===== src/rtl/hazard_forward_ctrl.sv =====
// hazard_forward_ctrl: IE-stage operand forwarding plus load-use, mul/div and memory-wait stall/bubble/freeze control
// Ports: id_src/id_src_vld and ie_* describe the ID and IE instructions; em_*/mw_* are the later-stage writebacks;
// mem_req/mem_ready is the data-memory handshake; fwd_sel (2 bits per operand), stall_pc, stall_ifid, bubble_ie,
// freeze_all and md_busy are the controls. Define HAZ_MULDIV_EN to build the mul/div tracker and its hazard.
module hazard_forward_ctrl #(
  parameter int RW = 5,
  parameter int NUM_SRC = 3,
  parameter int MULDIV_LAT = 4
) (
  input  logic                  clk,
  input  logic                  rst_n,
  input  logic [NUM_SRC*RW-1:0] id_src,
  input  logic [NUM_SRC-1:0]    id_src_vld,
  input  logic [NUM_SRC*RW-1:0] ie_src,
  input  logic [RW-1:0]         ie_rd,
  input  logic                  ie_writeback,
  input  logic                  ie_is_load,
  input  logic                  ie_is_muldiv,
  input  logic [RW-1:0]         em_rd,
  input  logic                  em_writeback,
  input  logic [RW-1:0]         mw_rd,
  input  logic                  mw_writeback,
  input  logic                  mem_req,
  input  logic                  mem_ready,
  output logic [NUM_SRC*2-1:0]  fwd_sel,
  output logic                  stall_pc,
  output logic                  stall_ifid,
  output logic                  bubble_ie,
  output logic                  freeze_all,
  output logic                  md_busy
);
  typedef enum logic {RUN, MEM_WAIT} state_t;
  state_t state;
  logic lu, md, freeze, stall, md_pending;
  logic [NUM_SRC*2-1:0] fwd;
  always_comb begin
    fwd = '0;
    lu = 1'b0;
    for (int i = 0; i < NUM_SRC; i++) begin
      fwd[2*i +: 2] = (em_writeback && em_rd != '0 && em_rd == ie_src[i*RW +: RW]) ? 2'b10 :
                      (mw_writeback && mw_rd != '0 && mw_rd == ie_src[i*RW +: RW]) ? 2'b01 : 2'b00;
      lu = lu | (id_src_vld[i] && id_src[i*RW +: RW] == ie_rd);
    end
    lu = lu && ie_rd != '0 && ie_is_load && ie_writeback;
  end
  // MEM_WAIT releases in the mem_ready cycle itself, so the next state is simply "still frozen"
  assign freeze = (state == MEM_WAIT) ? !mem_ready : (mem_req && !mem_ready);
  assign stall = !freeze && (lu || md);
  always_ff @(posedge clk or negedge rst_n)
    if (!rst_n) state <= RUN;
    else state <= freeze ? MEM_WAIT : RUN;
`ifdef HAZ_MULDIV_EN
  logic [3:0] md_cnt;
  logic [RW-1:0] md_rd;
  logic md_dep;
  always_comb begin
    md_dep = 1'b0;
    for (int i = 0; i < NUM_SRC; i++) md_dep = md_dep | (id_src_vld[i] && id_src[i*RW +: RW] == md_rd);
  end
  // a second mul/div reaching IE while one is pending is a structural hazard
  assign md = md_pending && (md_dep || ie_is_muldiv);
  always_ff @(posedge clk or negedge rst_n)
    if (!rst_n) begin
      md_cnt <= '0;
      md_rd <= '0;
      md_pending <= 1'b0;
    end else if (ie_is_muldiv && ie_writeback && ie_rd != '0 && !freeze && !stall) begin
      md_cnt <= 4'(MULDIV_LAT);
      md_rd <= ie_rd;
      md_pending <= 1'b1;
    end else begin
      md_cnt <= md_cnt - 4'(md_cnt != '0);
      if (md_cnt == 4'd1) md_pending <= 1'b0;
    end
`else
  localparam int unused_lat = MULDIV_LAT;
  logic unused_md;
  assign unused_md = ie_is_muldiv;
  assign md = 1'b0;
  assign md_pending = 1'b0;
`endif
  assign fwd_sel = rst_n ? fwd : '0;
  assign stall_pc = rst_n && stall;
  assign stall_ifid = rst_n && stall;
  assign bubble_ie = rst_n && stall;
  assign freeze_all = rst_n && freeze;
  assign md_busy = rst_n && md_pending;
endmodule


===== config.mk =====
export PLATFORM = sky130hd
export DESIGN_NAME = hazard_forward_ctrl
export DESIGN_NICKNAME = d
export VERILOG_FILES = /design/src/rtl/hazard_forward_ctrl.sv
export SDC_FILE = /design/constraint.sdc
export NUM_CORES = 1
export LEC_CHECK = 0
export ABC_AREA = 1
export CAP_MARGIN = 20
export CORE_AREA = 2 2 53 55
export CTS_CLUSTER_SIZE = 14
export DETAILED_ROUTE_END_ITERATION = 10
export DIE_AREA = 0 0 55 57
export GPL_TIMING_DRIVEN = 0
export PLACE_DENSITY_LB_ADDON = 0.15
export SLEW_MARGIN = 30
export SYNTH_ARGS = -nofsm -noshare
export SYNTH_HDL_FRONTEND = slang
export SYNTH_SLANG_ARGS = --single-unit

===== constraint.sdc =====
create_clock -name clk -period 2.75 [get_ports clk]
set_clock_uncertainty 0.05 [all_clocks]
set_input_delay 0.55 -clock clk [delete_from_list [all_inputs] [get_ports clk]]
set_output_delay 0.55 -clock clk [all_outputs]
set_load 0.05 [all_outputs]

After elaboration in Yosys (flattened, before gate mapping)
Index checks and enable logic that the tools add are counted.
{"block": "word_totals", "reg_bits": 1, "word_cells": 44, "output_inout_bits": 11, "in_bits": 57}
{"block": "op_classes", "muxes": 9, "n_eq_ne": 9, "bitwise_logic": 2, "n_reduce_logical": 23}
{"operator": "equality test 5 bit", "count": 9}
{"operator": "logical AND 1 bit", "count": 18}
{"operator": "nonzero test 5 bit", "count": 3}
{"operator": "2-to-1 mux 2 bit", "count": 3}
{"operator": "2-to-1 mux 6 bit", "count": 1}
{"operator": "2-to-1 mux 1 bit", "count": 5}
{"operator": "logical NOT 1 bit", "count": 2}
{"operator": "OR 1 bit", "count": 2}

Depth between registers and ports, before layout
Gate-level depths: netlist (run 1).
{"block": "logic_depth", "word_depth": 9, "ltp_mapped": 9, "mapped_depth_nobuf": 8}

Least setup slack after synthesis (run 1)
No wires, ideal clock.
{"block": "synth_path", "path_type": "input to output", "from": "input port mw_rd[1]", "to": "output port fwd_sel[0]", "path_buffers": 0, "cell_stages": 6, "required_time_ns": 2.150, "arrival_time_ns": 1.648, "slack_ns": 0.502, "cell_sequence": "inv_1 or2_2 nand3_1 nor2_1 nand3_1 nor2_1"}
{"block": "synth_via", "elab_chain_len": 6, "elab_cells_between_ends": 7, "cone_classes": "1 x eq/ne; 3 x mux; 3 x reduce/logical"}
{"item": "start: declaration", "line": "21", "source": "input logic [RW-1:0] mw_rd,"}
{"item": "nonzero test 5 bit", "line": "41", "source": "(mw_writeback && mw_rd != '0 && mw_rd == ie_src[i*RW +: RW]) ? 2'b01 : 2'b00;"}
{"item": "logical AND 1 bit", "line": "41"}
{"item": "logical AND 1 bit *", "line": "41"}
{"item": "2-to-1 mux 1 bit *", "line": "41"}
{"item": "2-to-1 mux 2 bit *", "line": "40", "source": "fwd[2*i +: 2] = (em_writeback && em_rd != '0 && em_rd == ie_src[i*RW +: RW]) ? 2'b10 :"}
{"item": "2-to-1 mux 6 bit *", "line": "82", "source": "assign fwd_sel = rst_n ? fwd : '0;"}
{"item": "end: declaration", "line": "25", "source": "output logic [NUM_SRC*2-1:0] fwd_sel,"}
Every way passes the cells marked *; elsewhere a longest branch is shown, timed or not.

Worst setup path after layout (run 1)
{"block": "layout_path", "from": "input port em_rd[2]", "to": "output port fwd_sel[3]"}
{"block": "layout_via", "elab_chain_len": 5, "elab_cells_between_ends": 6, "cone_classes": "1 x eq/ne; 2 x mux; 3 x reduce/logical"}
{"item": "start: declaration", "line": "19", "source": "input logic [RW-1:0] em_rd,"}
{"item": "nonzero test 5 bit", "line": "40"}
{"item": "logical AND 1 bit", "line": "40"}
{"item": "logical AND 1 bit *", "line": "40"}
{"item": "2-to-1 mux 2 bit *", "line": "40"}
{"item": "2-to-1 mux 6 bit *", "line": "82"}
Marks and branches as above.

==> results of run 1 <==
Yosys cell counts (all sizes together):
library cell,instances
nand2,70
inv,36
nor2,26
nand3,16
xnor2,15
or2,6
nor3,5
o21ai,4
buf,3
xor2,3
a21oi,1
conb,1
dfrtp,1
nand4,1
o21bai,1
critical path, stage by stage:
cell and delay (ns):
clkdlybuf4s50_1 0.60, xnor2_1 0.15, nand3_1 0.11, nor2_1 0.13, nand2_2 0.06, nor2_1 0.09
clkdlybuf4s15_2 0.37
worst paths after layout:
path	to	slack, ns
min	state	0.44
max in group asynchronous	state	1.71
max reg2reg	state	2.00
max	fwd_sel[3]	0.07
min reg2reg	state	0.44
min in group asynchronous	state	0.74
per-layer routing:
layer / up-vias / GRT usage (%) / wire [um]
met2: 40 / 32.1 / 1290
met3: 0 / 0.785 / 174
met1: 499 / 17.8 / 1090
li1: 693 / - / -
met5: - / 0 / 0
met4: 0 / 0 / 0
report_power, final:
part	internal [uW]	leakage, uW	switching [uW]	total [uW]
clock	0	0	0	0
combinational	116	0.000832	92.9	209
sequential	16.0	0.0000125	0.227	16.2
cells in the final DEF, fill, tap and decap left out, drive strengths merged:
cell type and n:
nor2 26, nand3 16, dfrtp 1, inv 36, o21bai 1, clkdlybuf4s50 55
xor2 3, nand4 1, nand2 70, clkdlybuf4s15 1, conb 1, xnor2 15
o21ai 4, dlygate4sd2 1, a21oi 1, or2 6, nor3 5, buf 11
stage by stage:
step	hold WS (ns)	TNS (ns)	util, %
6_report	0.442	0	59.7
2_1_floorplan	0.204	0	-
4_1_cts	0.441	0	61.0
3_3_place_gp	0.439	-3.40	61.0
5_1_grt	0.479	0	59.7
3_5_place_dp	0.439	-3.54	61.0
what timing repair did:
item,in CTS,in global routing
setup endpoints to repair,10,8
resized for setup,31,14
hold buffers,0,0
area by class of cell:
type | instances | area, um^2
multi-input combinational | 149 | 723
buffer | 3 | 22.5
fill | 286 | 1050
inverter | 36 | 135
tap | 31 | 38.8
sequential | 1 | 25.0
timing repair buffer | 65 | 616
cells by family after synthesis:
family	after synthesis
flops	1
compound gates	6
buf+inv	39
other cells	1
xor+xnor	18
simple gates	124
==> impl_results.md, run 1 <==
* Outcome: finished clean
* Fin. max-slew vios at 0
* Placed cells at 285
* Crit path DAT at 2.08 ns
* R2R depth at 2
* Syn nets at 246
* Clock Pin Slew Worst Setup and Hold Paths at 0 ns
* Seq cells post-synth at 1
* Antenna violations before repair at 0
* Critical path class: input pin to output pin
* Area grow syn2layout at 72.2%
* Post-Synth Adder-Cell Area at 0%
* Top reg by flops: state
* Total power draw at 226 uW
* DRT Pass-1 Iters at 4
* Synth unique cells at 19
* Postcts setup bufs at 0
* Largest register FFs at 1
* Worst skew pair latency at 0 ns
* Reg2Reg Launch Point: state
* Cells after Synth at 189
* Ports at 68
* Global-route wire length before repair at 3830 um
* Post-Syn Area per Cell at 4.79 um^2
* Grt ovf at 0
* Total of max-cap violations at 0
* Final Hold Viols at 0
* DRC viols at 0
* Antenna-violating nets left at 0
* F_max at 374 MHz
* DRT iter0 DRCs at 16
* Count of final setup violators at 0
* Leakage at 0.000844 uW
* PwrDens at 145 nW/um^2
* Area contributors post-synth: nand2_1, xnor2_1, inv_1, nor2_1, nand3_1
* Vias per cell at 4.32
* Routability Congestion at 0.812
* CP startpoint kind: input pin
* YS warnings at 0
* Largest net degree at the start of global routing at 8
* Non-filler cells, final at 285
* Overall die width at 55 um
* Worst vdd ir at 82.8 uV
* WL final at 2550 um
* Crit path from: em_rd[2]
* Share of layout cells above drive strength 1 at 10.6%
* HP Start: state
* Post-Synth XOR/XNOR Area at 17.4%
* Die area at 3140 um^2
* Ant diodes at 0
* HP Class: flop to flop
* Hold path depth at 2
* Fin area at 1560 um^2
* PortBufs at 65
* Mapped cell area at 906 um^2
* Tcrit/Tclk final at 97.3%
* Simple-gate share of the synthesized area at 58.4%
* Compound-cell area share of the yosys netlist at 3.59%
* Worst EP required at 2.15 ns
* Placed Area at 1600 um^2
* Largest registers: state (1)
* Main combinational cell family by area after synthesis: simple AND/OR/NAND/NOR gates
* Chip Height at 57 um
* Starting Density at 34.6%
* Synth top area share at 27.8%
* WL/cell at 8.95 um
* Multiplexer share of the synthesized area at 0%
* Post-DP HPWL at 2270 um
* Crit path time final at 2.68 ns
* Final setup margin at 0.0731 ns
* RSZ-0062 raised after global routing: no
* CP Max Fanout at 4
* Row Count at 19
* CP endpoint kind: output pin
* Nets at 313
* Pre-CTS WS at -0.481 ns
* Post-synth top area cell: nand2_1
* Number of global-route vias before repair at 982
* Core area at 2620 um^2
* GRT Total Usage at 15.7%
* Via Count at 1232
* Post-synthesis sequential area ratio at 2.76%
Note: power is estimated with default switching activity, not from simulation.
==> run 2: changes to the inputs <==
CORE_AREA = 2 2 45 64   (was 2 2 53 55)
DIE_AREA = 0 0 47 66   (was 0 0 55 57)
SKIP_CTS_REPAIR_TIMING = 1   (was not set)
==> run 2 against run 1 <==
  * Combinational power is essentially flat
  * Global-route usage up 2.5 points
  * Sequential cell count stayed put
  * Final cell count is 1.8% higher
  * First-iteration DRC count is 50% higher
  * Worst setup slack better by 0.044 ns
  * Worst hold slack worse by 0.0094 ns
  * Via count rose by 1.5%
  * Wire length grew 6.7%
==> impl_results.md, run 2 (same netlist as run 1, synthesis figures left out) <==
* Antenna-violating nets left at 0 (unchanged)
* Area grow syn2layout at 74.6%
* Slowest CP cell: clkdlybuf4s50_1
* HP Class: flop to flop
* Critical-path cell list: clkdlybuf4s50_1 -> xnor2_1 -> nand2_1 -> nor2_1 -> nand2_2 -> nor2_1 -> clkbuf_2
* Crit path from: em_rd[1]
* Starting Density at 35.8% (+1.1 points)
* HP Start: state
* Multi-input gate area at 726 um^2 (+0.35%)
* Leakage at 0.000870 uW (+3.1%)
* F_max at 380 MHz (+1.7%)
* Pre-CTS WS at -0.499 ns (-0.0181 ns)
* Largest stage delay, worst path at 0.61 ns (about the same)
* Global-route wire length before repair at 4310 um (+12%)
* Nets at 313 (unchanged)
* Vias per cell at 4.31 (-0.21%)
* Worst hold slack at 0.432 ns (-0.00938 ns)
* Ant diodes at 0 (unchanged)
* Final setup margin at 0.117 ns (+0.0443 ns)
* DRC viols at 0 (unchanged)
* CP startpoint kind: input pin
* Chip Height at 66 um (+16%)
* Largest net degree at the start of global routing at 8 (unchanged)
* Ports at 68 (unchanged)
* Grt ovf at 0 (unchanged)
* Count of final setup violators at 0 (unchanged)
* Critical path class: input pin to output pin
* Top reg by flops: state
* DRT iter0 DRCs at 24 (+8)
* CP Max Fanout at 4 (unchanged)
* Most frequent cells in the layout: nand2_1, clkdlybuf4s50_1, inv_1
* Die area at 3100 um^2 (-1.1%)
* Measured slew at the worst slew-check pin at 0.501 ns
* Largest registers: state (1)
* Worst vdd ir at 71.8 uV (-13%)
* Largest register FFs at 1 (unchanged)
* Top Family by Delay on Critical Path: buffers and inverters
* WP buf/inv at 2 (unchanged)
* Most frequent CP cell: nor2_1
* Antenna violations before repair at 0 (unchanged)
* Post-DP HPWL at 2450 um (+7.8%)
* Tcrit/Tclk final at 95.7% (-1.6 points)
* Crit path time final at 2.63 ns (-0.0443 ns)
* WL/cell at 9.39 um (+4.9%)
* Internal reg-to-reg setup slack at 2.01 ns (about the same)
* Commonest non-fill, non-tap cell in the layout: nand2_1
* Share of layout cells above drive strength 1 at 11.4% (+0.79 points)
* DRT Pass-1 Iters at 4 (unchanged)
* Placed cells at 290 (+1.8%)
* R2R depth at 2 (unchanged)
* Hold Path End: state
* Reg2reg end: state
* Outcome: finished clean
* Reg2Reg Launch Point: state
* Via Count at 1251 (+1.5%)
* PortBufs at 65 (unchanged)
* Core area at 2530 um^2 (-3.2%)
* Routability Congestion at 0.889 (+9.4%)
* Number of global-route vias before repair at 1128 (+15%)
* Clock Pin Slew Worst Setup and Hold Paths at 0 ns (unchanged)
* Final Hold Viols at 0 (unchanged)
* Row Count at 22 (+3)
* WL final at 2720 um (+6.7%)
* Register area at 25.0 um^2 (unchanged)
* GRT Total Usage at 18.2% (+2.5 points)
* Fill count at 277 (-3.1%)
* Fin. max-slew vios at 0 (unchanged)
* Final core utilization at 62.5% (+2.8 points)
* Worst skew pair latency at 0 ns (unchanged)
* PwrDens at 143 nW/um^2 (-0.76%)
* Hold path depth at 2 (unchanged)
* Worst EP required at 2.15 ns (about the same)
* Total of max-cap violations at 0 (unchanged)
* Crit path DAT at 2.03 ns (-0.05 ns)
* RSZ-0062 raised after global routing: no
* Non-filler cells, final at 290 (+1.8%)
* CP endpoint kind: output pin
* Overall die width at 47 um (-15%)
* Max-slew headroom at 66.5%
-- run 2: changes by cell type in the layout (fill, tap and decap cells not counted), moves of 2 or more --
cell,before,now
buf_4,5,3
buf_2,6,0
dlymetal6s2s_1,0,3
clkdlybuf4s50_1,55,53
clkbuf_2,0,6
buf_6,0,2
-- run 2: tightest hold or removal path, cell delays in order (launching register included) --
cell and delay (ns):
dfrtp_1 0.30, o21bai_1 0.07, inv_1 0.07
-- run 2: report_power, final --
part           total, uW  internal (uW)  switching [uW]
Sequential          16.2           16.0           0.220
Clock                  0              0               0
Combinational        211            117            93.9
-- run 2: final cells by class --
cell class,count,share of cell area (%)
buffer,3,1.42
timing repair buffer,65,39.7
multi-input combinational,149,45.9
sequential,1,1.58
tap,36,2.85
inverter,36,8.54
-- run 2: worst max path at each step --
stage	end	cells after the start	slack [ns]
after floorplan	fwd_sel[0]	6	0.50
after global placement	stall_ifid	11	-0.49
after detailed placement	stall_ifid	11	-0.50
after CTS	stall_ifid	11	-0.50
after global routing	stall_ifid	11	0.007
final	fwd_sel[3]	7	0.12
-- run 2: through the flow --
stage          instance area, um^2  power [uW]  TNS, ns
6_report                      1580         227        0
5_1_grt                       1580         250        0
4_1_cts                       1600         229    -3.67
3_5_place_dp                  1600         228    -3.65
3_3_place_gp                  1600         226    -3.57
2_1_floorplan                  906         114        0
-- run 2: layer usage --
metal  up-vias  wire [um]  part of all wire, %  global-route usage [%]
met1       518        933                   34                    16.8
met3         4        117                  4.3                   0.273
met2        40       1630                   60                    40.1
met5         -          0                    0                       0
met4         0         42                  1.5                    2.43
li1        689          -                    -                       -
==> run 3: changes to the inputs <==
GPL_TIMING_DRIVEN = not set   (was 0)
==> run 3 against run 2 <==
  * Wire length down 1.4%
  * Via count shrank 0.80%
  * Critical path depth did not move
  * Final area grew 6.2%
  * Global-route usage decreased by 0.11 points
  * Worst setup slack better by 0.064 ns
  * Combinational power up 2%
  * Utilization grew 3.9 points
  * Die area unchanged
  * Register-to-register slack worse by 0.04 ns
  * Largest cell class is now buffers
==> impl_results.md, run 3 (same netlist as run 1, synthesis figures left out) <==
* Worst EP required at 2.15 ns (about the same)
* DRT iter0 DRCs at 18 (-25%)
* Number of global-route vias before repair at 1163 (+3.1%)
* Grt ovf at 0 (unchanged)
* Leakage at 0.000852 uW (-2.1%)
* Ports at 68 (unchanged)
* CP endpoint kind: output pin
* Count of final setup violators at 0 (unchanged)
* Antenna-violating nets left at 0 (unchanged)
* Crit path time final at 2.57 ns (-0.0642 ns)
* F_max at 389 MHz (+2.5%)
* Starting Density at 35.8% (unchanged)
* Total of max-cap violations at 0 (unchanged)
* Crit path DAT at 1.97 ns (-0.06 ns)
* Largest registers: state (1)
* Non-filler cells, final at 287 (-1.0%)
* Critical-path cell list: clkdlybuf4s50_1 -> xnor2_1 -> nand2_1 -> nor2_1 -> nand2_2 -> nor2_1 -> buf_12
* Share of layout cells above drive strength 1 at 10.4% (-1.1 points)
* Antenna violations before repair at 0 (unchanged)
* Nets at 310 (-0.96%)
* GRT Total Usage at 18.1% (-0.11 points)
* Worst skew pair latency at 0 ns (unchanged)
* Row Count at 22 (unchanged)
* RSZ-0062 raised after global routing: no
* Overall die width at 47 um (unchanged)
* Largest register FFs at 1 (unchanged)
* Hold path depth at 2 (unchanged)
* Placed cells at 287 (-1.0%)
* PwrDens at 138 nW/um^2 (-4.0%)
* Slowest CP cell: clkdlybuf4s50_1
* Core area at 2530 um^2 (unchanged)
* Most frequent cells in the layout: nand2_1, clkdlybuf4s50_1, inv_1
* PortBufs at 65 (unchanged)
* R2R depth at 2 (unchanged)
* Via Count at 1241 (-0.80%)
* Largest net degree at the start of global routing at 8 (unchanged)
* Setup TNS at 0 ns (unchanged)
* Commonest non-fill, non-tap cell in the layout: nand2_1
* Critical path class: input pin to output pin
* Vias per cell at 4.32 (+0.24%)
* Routability Congestion at 0.890 (+0.16%)
* Tcrit/Tclk final at 93.4% (-2.3 points)
* WL final at 2690 um (-1.4%)
* Clock Pin Slew Worst Setup and Hold Paths at 0 ns (unchanged)
* Largest stage delay, worst path at 0.60 ns (about the same)
* WL/cell at 9.36 um (-0.33%)
* Chip Height at 66 um (unchanged)
* Final Hold Viols at 0 (unchanged)
* WP buf/inv at 2 (unchanged)
* Fin. max-slew vios at 0 (unchanged)
* Top Family by Delay on Critical Path: buffers and inverters
* Outcome: finished clean
* Worst vdd ir at 73.6 uV (+2.6%)
* Post-DP HPWL at 2470 um (+0.69%)
* DRC viols at 0 (unchanged)
* Die area at 3100 um^2 (unchanged)
* Global-route wire length before repair at 4330 um (+0.49%)
* CP startpoint kind: input pin
* HP Class: flop to flop
* Most frequent CP cell: nor2_1
* WP depth at 7 (unchanged)
* CP Max Fanout at 4 (unchanged)
* Ant diodes at 0 (unchanged)
* DRT Pass-1 Iters at 4 (unchanged)
* Fill count at 252 (-9.0%)
* Area grow syn2layout at 85.4%
* Top reg by flops: state
[run 3: cell types whose count changed in the layout (fill, tap and decap cells not counted), moves of 2 or more]
cell,change
buf_12,+10
clkbuf_2,-6
buf_4,-3
dlymetal6s2s_1,-3
buf_6,-2
clkdlybuf4s50_1,+2
[run 3: final timing paths]
path | startpoint | endpoint | slack (ns)
max | em_rd[3] | fwd_sel[3] | 0.18
max reg2reg | state | state | 1.97
min | state | state | 0.46
min reg2reg | state | state | 0.46
min in group asynchronous | rst_n | state | 0.73
max in group asynchronous | rst_n | state | 1.73
[run 3: final cells by class]
class                           instances  area, um^2  area share [%]
Sequential cell                         1        25.0            1.49
Tap cell                               36        45.0            2.68
Multi-Input combinational cell        149         723            43.1
Timing Repair Buffer                   65         751            44.7
Inverter                               36         135            8.05
[run 3: metrics by stage]
| step | setup slack (ns) | total power (uW) | cell area (um^2) | hold WS (ns) | util (%) |
|---|---|---|---|---|---|
| 2_1_floorplan | 0.502 | 114 | 906 | 0.204 | - |
| 3_3_place_gp | 0.121 | 230 | 1680 | 0.447 | 66.3 |
| 3_5_place_dp | 0.107 | 232 | 1680 | 0.468 | 66.3 |
| 4_1_cts | 0.106 | 233 | 1680 | 0.469 | 66.3 |
| 5_1_grt | 0.0603 | 254 | 1680 | 0.487 | 66.3 |
| 6_report | 0.182 | 231 | 1680 | 0.456 | 66.3 |
[run 3: report_power, final]
part           internal, uW  total (uW)  switching [uW]
logic                   121         215            94.0
registers              16.0        16.2           0.273
clock network             0           0               0
total                   137         231            94.3
[run 3: routing by layer]
layer	wire length, um	share of wire [%]	GRT usage (%)
met2	1620	60	39.9
met4	46	1.7	2.43
met3	102	3.8	0.273
met5	0	0	0
met1	914	34	16.7
[run 3: worst min-delay path, stage by stage, from the launching register on]
cell      delay [ns]
dfrtp_1         0.30
o21bai_1        0.08
inv_1           0.08
